[config.mk]
export PLATFORM = sky130hd
export DESIGN_NAME = mem_readout
export DESIGN_NICKNAME = d
export VERILOG_FILES = /design/src/rtl/mem_readout.sv
export SDC_FILE = /design/constraint.sdc
export NUM_CORES = 1
export LEC_CHECK = 0
export ABC_CLOCK_PERIOD_IN_PS = 3020
export CAP_MARGIN = 20
export CELL_PAD_IN_SITES_DETAIL_PLACEMENT = 0
export CELL_PAD_IN_SITES_GLOBAL_PLACEMENT = 1
export CORE_MARGIN = 2
export CORE_UTILIZATION = 24
export CTS_BUF_LIST = sky130_fd_sc_hd__clkbuf_8
export CTS_CLUSTER_SIZE = 16
export DETAILED_ROUTE_END_ITERATION = 12
export DONT_BUFFER_PORTS = 1
export HOLD_SLACK_MARGIN = 0.15
export PLACE_DENSITY = 0.54
export SLEW_MARGIN = 0
export SYNTH_ARGS = -nofsm -noshare
export SYNTH_HDL_FRONTEND = slang
export SYNTH_SLANG_ARGS = --single-unit
[constraint.sdc]
create_clock -name clk -period 3.02 [get_ports clk]
set_clock_uncertainty 0.15 [all_clocks]
set_input_delay 0.604 -clock clk [delete_from_list [all_inputs] [get_ports clk]]
set_output_delay 0.604 -clock clk [all_outputs]
set_load 0.03 [all_outputs]
[src/rtl/mem_readout.sv]
// mem_readout: streams a contiguous noun-memory region off-chip as MSB-first bytes over valid/ready.
`ifndef MEMORY_ADDR_WIDTH
`define MEMORY_ADDR_WIDTH 8
`endif
`ifndef MEMORY_DATA_WIDTH
`define MEMORY_DATA_WIDTH 64
`endif
module mem_readout #(
  parameter int ADDR_W = `MEMORY_ADDR_WIDTH,
  parameter int DATA_W = `MEMORY_DATA_WIDTH,
  parameter logic [1:0] MEM_FUNC_READ = 2'b00
) (
  input  logic              clk,
  input  logic              rst,
  input  logic              start,
  input  logic [ADDR_W-1:0] start_addr,
  input  logic [ADDR_W:0]   word_count,
  input  logic              mem_ready,
  input  logic [DATA_W-1:0] read_data,
  output logic              mem_execute,
  output logic [1:0]        mem_func,
  output logic [ADDR_W-1:0] address,
  output logic [DATA_W-1:0] write_data,
  output logic [7:0]        out_data,
  output logic              out_valid,
  input  logic              out_ready,
  output logic              busy,
  output logic              finished
);
  localparam int BYTES_PER_WORD = DATA_W / 8;
  localparam int BI_W = BYTES_PER_WORD > 1 ? $clog2(BYTES_PER_WORD) : 1;
  localparam logic [2:0] S_IDLE = 3'd0, S_REQ = 3'd1, S_WAIT_BUSY = 3'd2, S_WAIT_DONE = 3'd3,
                         S_SHIFT = 3'd4, S_DONE = 3'd5;
`ifdef READOUT_CHECKSUM_EN
  localparam logic [2:0] S_CSUM = 3'd6;
  localparam logic [2:0] S_END = S_CSUM;
`else
  localparam logic [2:0] S_END = S_DONE;
`endif

  if (DATA_W % 8 != 0) begin : g_bad_width
    $error("mem_readout: DATA_W must be a multiple of 8");
  end

  logic [2:0]        r_state;
  logic [ADDR_W-1:0] r_addr;
  logic [ADDR_W:0]   r_remain;
  logic [DATA_W-1:0] r_shreg;
  logic [BI_W-1:0]   r_idx;
  logic [7:0]        w_byte;
`ifdef READOUT_CHECKSUM_EN
  logic [7:0]        r_csum;
`endif

  assign w_byte = r_shreg[{r_idx, 3'b000} +: 8];

  always_ff @(posedge clk or posedge rst) begin
    if (rst) begin
      r_state  <= S_IDLE;
      r_addr   <= '0;
      r_remain <= '0;
      r_shreg  <= '0;
      r_idx    <= '0;
`ifdef READOUT_CHECKSUM_EN
      r_csum   <= '0;
`endif
    end else begin
      case (r_state)
        S_IDLE, S_DONE: if (start) begin
          r_addr   <= start_addr;
          r_remain <= word_count;
          r_state  <= (word_count == '0) ? S_END : S_REQ;
`ifdef READOUT_CHECKSUM_EN
          r_csum   <= '0;
`endif
        end
        S_REQ:       if (mem_ready) r_state <= S_WAIT_BUSY;
        S_WAIT_BUSY: if (!mem_ready) r_state <= S_WAIT_DONE;
        S_WAIT_DONE: if (mem_ready) begin
          r_shreg <= read_data;
          r_idx   <= BI_W'(BYTES_PER_WORD - 1);
          r_state <= S_SHIFT;
        end
        S_SHIFT: if (out_ready) begin
`ifdef READOUT_CHECKSUM_EN
          r_csum <= r_csum ^ w_byte;
`endif
          if (r_idx == '0) begin
            r_remain <= r_remain - (ADDR_W+1)'(1);
            r_addr   <= r_addr + ADDR_W'(1);
            r_state  <= (r_remain == (ADDR_W+1)'(1)) ? S_END : S_REQ;
          end else begin
            r_idx <= r_idx - BI_W'(1);
          end
        end
`ifdef READOUT_CHECKSUM_EN
        S_CSUM: if (out_ready) r_state <= S_DONE;
`endif
        default: r_state <= S_IDLE;
      endcase
    end
  end

  always_comb begin
    mem_execute = (r_state == S_REQ) && mem_ready;
    mem_func    = MEM_FUNC_READ;
    address     = r_addr;
    write_data  = '0;
    busy        = (r_state != S_IDLE) && (r_state != S_DONE);
    finished    = (r_state == S_DONE);
`ifdef READOUT_CHECKSUM_EN
    out_valid   = (r_state == S_SHIFT) || (r_state == S_CSUM);
    out_data    = (r_state == S_SHIFT) ? w_byte : (r_state == S_CSUM) ? r_csum : 8'h00;
`else
    out_valid   = (r_state == S_SHIFT);
    out_data    = (r_state == S_SHIFT) ? w_byte : 8'h00;
`endif
  end
endmodule

==> results by group, run 1 <==
Cells and area
  • Final instance area: roughly 5200 um2
  • Multi-input logic area: roughly 2300 um2
  • Area grow syn2layout: 5.01%
  • Fillcell total: 2227
  • Register area: 2180 um2
  • Ant diodes: 0
  • Layout Nets: 635
  • Layout cells sized above 1: approximately a tenth

Pwr
  • P_int: ~3 mW
  • Peak supply drop: ~0.32 mV
  • Net Sw Frac: 43.0%
  • Pwr/cell area: just under 1000 nW/um2
  • Logic pwr share: 38.3%
  • Leak pwr: 2.52 nW
  • Clock Power Share: 16.8%
  • Register share of total power: 44.9%
  • Switching pwr: 2.20 mW

Run
  • Max Cap Viol: 0

STA
  • Fin Hold WS: 181 ps
  • Final setup vio count: 0
  • Hold Vio Cnt, Final: 0
  • Worst-Margin Slew: 734 ps
  • Unrepaired setup endpoints after global routing: no
  • Setup TNS: 0 ps
  • Fmax: 0.353 GHz
  • Final Cycle Share: 93.7%
  • Min cycle time layout: 2830 ps
  • Headroom to the max-slew limit: 50.9%
  • Max Slew Vio Count: 0

GRT
  • First-pass GRT wire length: 20.3 mm
  • Number of global-route vias before repair: 3683
  • Largest net degree at the start of global routing: 68
  • Initial antenna violation count: 0
  • Total gr overflow: 0
  • All-Layer GR Usage: between 10% and 20%

Critical path
  • Startpoint Class: register
  • Critical-path cell list: or3b_1 > buf_4 > nor2_1 > buf_4
  • Flop2flop setup slack: 700 ps
  • Buf/Inv on CP: 2
  • Crit path DAT: 2080 ps
  • Crit end category: output port
  • Worst EP required: 2270 ps
  • Worst path most repeated cell: buf_4
  • Critical Path Fanout Max: 26
  • Slowest cell on crit path: or3b_1
  • WS Path Type: register to output port
  • CP max stage delay: just under 600 ps
  • Family with the most delay on the worst path: simple AND/OR/NAND/NOR gates

Worst hold path
  • Worst hold path type: input port to register

Route
  • Vias: 3504
  • Detailed-router iteration count before antenna repair: 5
  • Antenna viol nets, final: 0
  • Final routed DRC violation total: 0
  • Avg Vias per Cell: around 4.3
  • Drt initial violations: 134
  • Wirelength, routed: ~13 mm
  • Wire length per cell: approximately 16 um

Die
  • Chip width: 148 um
  • I/O Pins: approximately 170
  • Die area: 21800 um2
  • Starting Density: 24.4%
  • Die H: roughly 150 um
  • Site Rows: 52
  • Core footprint: 20200 um2

Clock network
  • Root Driver: clkbuf_8
  • Worst skew pair latency: 370 ps
  • CTS max path bufs: 2
  • TritonCTS buffer count: 9
  • CTS H-tree lvls: 3
  • CTS tree: yes
  • Clk slew on worst S/H paths: 100 ps
  • CTS Sinks: 87

Synthesis
  • Post-synth top cells: nand2_1 (206), dfrtp_1 (87), buf_4 (69), o21ai_0 (22)
  • Most used DFF post-synth: dfrtp_1
  • Synth async-reset ratio: 100%
  • Syn Std Cell Area: 4940 um2
  • Synth warn: 0
  • Cell count after synthesis: between 500 and 600
  • Post-synth EDFFs: 0
  • Most common cell in the synthesized netlist: nand2_1
  • Yosys top cell area share: 44.0%
  • Ranking of synthesized cells by area: dfrtp_1 (44%), nand2_1 (16%), buf_4 (10%)
  • Avg Cell Area, Syn: a little under 9 um2
  • Distinct cells, synth: 52
  • Sequential share of the synthesized area: 44.0%
  • Post-synth top area cell: dfrtp_1
  • #FFs+latches synth: 87

Place
  • Hpwl dp: 9.48 mm
  • Port Buf Inserts: 0
  • Routability congestion estimate from global placement: 0.765
  • Cell Area, Placed: between 4000 and 5000 um2

Outcome
  • Outcome: completed
[final timing paths]
path                                     from     endpoint  cells past startpoint
worst max-delay path               r_state[1]  out_data[7]                      4
worst min-delay path            read_data[17]  r_shreg[17]                      2
worst max register to register     r_state[1]  r_remain[6]                      6
worst min register to register    r_shreg[14]  r_shreg[14]                      2
max in group asynchronous                 rst   r_shreg[6]                      3
min in group asynchronous                 rst  r_shreg[46]                      2
[state kept, by name (all words and copies together), names as in the netlist]
name	count
address	8
r_idx	3
r_remain	9
r_shreg	64
r_state	3
[per-stage QoR]
| step | worst slack, ps | power, mW | std cells | util, % |
|---|---|---|---|---|
| floorplan | 15.8 | 3.88 | 618 | - |
| global placement | 519 | 4.27 | 802 | 24.6 |
| detailed placement | 518 | 4.32 | 802 | 24.6 |
| CTS | 91.7 | 5.21 | 818 | 25.7 |
| global route | 54.4 | 5.56 | 818 | 25.7 |
| finish | 189 | 5.12 | 818 | 25.7 |
[layout by cell type, fill, tap and decap left out, drive strengths merged, types with 3 or more instances in the layout]
master | netlist | routed
nor2 | 17 | 17
conb | 1 | 66
clkbuf | 5 | 9
o21ai | 23 | 23
nor2b | 4 | 4
nand3 | 8 | 8
nand4 | 5 | 5
ha | 5 | 5
dfrtp | 87 | 87
a31oi | 3 | 3
nand2 | 206 | 206
buf | 92 | 11
mux4 | 16 | 16
inv | 10 | 14
a21oi | 17 | 17
mux2i | 9 | 9
nor3 | 6 | 6
nand2b | 3 | 3
[what timing repair did]
action                     in CTS  in global routing
buffers inserted                0                  0
hold buffers                    1                  0
setup endpoints to repair       0                  1
gates resized for setup         0                  1
hold endpoints to repair       35                  0
[logic make-up after synthesis]
family	synth area share, %
DFF	44.0
other	0.0758
muxes	9.11
buffers and inverters	14.5
AOI/OAI and AO/OA	8.33
and+or+nand+nor	22.4
adders and majority gates	1.27
xor gates and xnor gates	0.354
[power groups by stage]
stage | Combinational (mW) | Sequential [mW] | Clock [mW]
floorplan | 1.82 | 2.06 | 0
global placement | 1.95 | 2.32 | 0
detailed placement | 1.98 | 2.34 | 0
CTS | 2.00 | 2.31 | 0.908
global route | 2.24 | 2.38 | 0.948
finish | 1.96 | 2.30 | 0.861
[routing by layer]
layer | global-route usage [%] | vias to the layer above | routed length (um)
met5 | 0 | - | 0
met4 | 3.51 | 0 | 244
met3 | 5.56 | 11 | 1380
met2 | 19.5 | 124 | 6150
met1 | 14.6 | 1681 | 5090
li1 | - | 1688 | -
[area by class of cell]
| cell class | count | share of cell area, % |
|---|---|---|
| clock inverter | 6 | 1.49 |
| tap | 270 | 6.51 |
| clock buffer | 9 | 2.39 |
| timing repair buffer | 12 | 2.51 |
| multi-input combinational | 424 | 44.3 |
| inverter | 10 | 0.867 |
| sequential | 87 | 42.0 |
Note: power is estimated with default switching activity, not from simulation.
==> inputs of run 2 (changes only) <==
- PLACE_DENSITY: 0.54 -> not set
- PLACE_DENSITY_LB_ADDON: not set -> 0.1
==> run 2 against run 1 <==
Compared with the run above: fmax is 1.2% lower; first-iteration DRC count is 34% higher; critical path depth is 1 higher; sequential cell count is the same; register-to-register slack gained 20 ps; global-route usage is 0.72 points higher; sequential share of layout area fell by 1.7 points; design area up 4.1%; highest routed layer unchanged.
==> results by group, run 2 (synthesized netlist as in run 1, its figures left out) <==
Route
  • Wire length per cell: 16.4 um (was 15.7 um)
  • Metal2 WL: 7.14 mm (was 6.15 mm)
  • Detailed-router iteration count before antenna repair: 4 (was 5)
  • Antenna viol nets, final: 0 (unchanged)
  • Met3 wire length: 1.06 mm (was 1.38 mm)
  • Top Metal Used: met4 (unchanged)
  • Met1 WL: 5.52 mm (was 5.09 mm)
  • Avg Vias per Cell: 4.21 (was 4.28)
  • Drt initial violations: 180 (was 134)
  • Vias: 3537 (was 3504)
  • Final routed DRC violation total: 0 (unchanged)
  • Wirelength, routed: 13.8 mm (was 12.9 mm)

Place
  • Pre-CTS setup slack: 554 ps (was 518 ps)
  • Port Buf Inserts: 0 (unchanged)
  • Hpwl dp: 10.2 mm (was 9.48 mm)
  • Routability congestion estimate from global placement: 0.764 (was 0.765)

STA
  • Hold Vio Cnt, Final: 0 (unchanged)
  • Fmax: 0.349 GHz (was 0.353 GHz)
  • Min cycle time layout: 2860 ps (was 2830 ps)
  • Fin Hold WS: 174 ps (was 181 ps)
  • Unrepaired setup endpoints after global routing: no (unchanged)
  • Worst-Margin Slew: 698 ps (was 734 ps)
  • Headroom to the max-slew limit: 53.1% (was 50.9%)
  • Max Slew Vio Count: 0 (unchanged)
  • Final setup vio count: 0 (unchanged)
  • Final worst slack: 155 ps (was 189 ps)
  • Setup TNS: 0 ps (unchanged)
  • Final Cycle Share: 94.9% (was 93.7%)

Pwr
  • Leak pwr: 2.63 nW (was 2.52 nW)
  • Power, Total: 5.17 mW (was 5.12 mW)
  • Peak supply drop: 0.263 mV (was 0.323 mV)
  • Pwr/cell area: 957 nW/um2 (was 985 nW/um2)

Critical path
  • Crit end category: output port (unchanged)
  • WS Path Type: register to output port (unchanged)
  • Crit path DAT: 2110 ps (was 2080 ps)
  • Critical Path Fanout Max: 11 (was 26)
  • Startpoint Class: register (unchanged)
  • Worst EP required: 2270 ps (about the same)

Clock network
  • CTS tree: yes (unchanged)
  • Post-CTS setup buffers: 0 (unchanged)
  • Root Driver: clkbuf_8 (unchanged)
  • CTS Sinks: 87 (unchanged)
  • Worst skew pair latency: 380 ps (was 370 ps)
  • TritonCTS buffer count: 9 (unchanged)
  • Clk slew on worst S/H paths: 110 ps (was 100 ps)
  • CTS max path bufs: 2 (unchanged)
  • CTS H-tree lvls: 3 (unchanged)

Cells and area
  • Most frequent cells in the layout: nand2_1 (205), dfrtp_1 (87), conb_1 (66), o21ai_0 (22) (was nand2_1 (205), dfrtp_1 (86), conb_1 (66), o21ai_0 (22))
  • Layout cells sized above 1: 10.5% (was 9.49%)
  • Largest reg by FF count: r_shreg (unchanged)
  • Utilization after layout: 26.7% (was 25.7%)
  • Area grow syn2layout: 9.31% (was 5.01%)
  • Ant diodes: 0 (unchanged)
  • Largest register FFs: 64 (unchanged)
  • Leading cell type in the layout, fill and taps excluded: nand2_1 (unchanged)
  • Layout Nets: 657 (was 635)

GRT
  • Number of global-route vias before repair: 3710 (was 3683)
  • First-pass GRT wire length: 21.4 mm (was 20.3 mm)
  • Initial antenna violation count: 0 (unchanged)
  • All-Layer GR Usage: 12.9% (was 12.1%)
  • Total gr overflow: 0 (unchanged)
  • Largest net degree at the start of global routing: 66 (was 68)

Die
  • Starting Density: 24.4% (unchanged)
  • I/O Pins: 172 (unchanged)
  • Chip width: 148 um (unchanged)
  • Core footprint: 20200 um2 (unchanged)
  • Die area: 21800 um2 (unchanged)
  • Site Rows: 52 (unchanged)
  • Die H: 148 um (unchanged)

Worst hold path
  • Worst hold path type: input port to register (unchanged)

Outcome
  • Outcome: completed (unchanged)

Run
  • Max Cap Viol: 0 (unchanged)
-- run 2: cell types whose count changed in the layout (fill, tap and decap cells not counted), sizes merged --
cell	before	now
clkinv	0	6
inv	14	11
buf	11	19
clkinvlp	1	0
bufinv	1	0
dlygate4sd3	1	15
-- run 2: metal layers --
| metal | up-vias | track usage, % |
|---|---|---|
| li1 | 1724 | - |
| met4 | 0 | 2.74 |
| met5 | - | 0 |
| met1 | 1708 | 14.9 |
| met3 | 6 | 5.28 |
| met2 | 99 | 22.3 |
-- run 2: area by class of cell --
cell class                 instances  area (um2)
fill                            2260       14800
multi-input combinational        424        2300
sequential                        87        2180
tap                              270         338
timing repair buffer              34         330
clock buffer                       9         124
clock inverter                     7        91.3
inverter                          10        45.0
-- run 2: stage by stage --
stage,cell area (um2),cells
2_1_floorplan,5190,618
3_3_place_gp,5040,810
3_5_place_dp,5040,810
4_1_cts,5410,841
5_1_grt,5410,841
6_report,5410,841
-- run 2: timing repair --
item,4_1_cts,5_1_grt
endpoints found under the hold margin,54,0
hold buffers,15,0
resized for setup,0,0
-- run 2: where the power goes --
part	internal, mW	switching, mW
combinational	0.849	1.13
clock	0.332	0.521
sequential	1.70	0.636
total	2.88	2.29
-- run 2: path summary, 6_finish.rpt --
| path | from | endpoint | slack, ps | cells past startpoint |
|---|---|---|---|---|
| worst max-delay path | r_idx[0] | out_data[4] | 160 | 5 |
| worst min-delay path | read_data[7] | r_shreg[7] | 170 | 2 |
| worst max register to register | r_state[2] | r_remain[6] | 720 | 6 |
| worst min register to register | r_shreg[55] | r_shreg[55] | 330 | 2 |
| max in group asynchronous | rst | r_shreg[48] | 1470 | 3 |
| min in group asynchronous | rst | r_state[1] | 620 | 2 |
-- run 2: critical path: stages (launching register included) --
cell and delay, ps:
dfrtp_1 470, buf_4 280, mux4_2 520, mux2i_1 180, nor2_1 90, buf_4 190
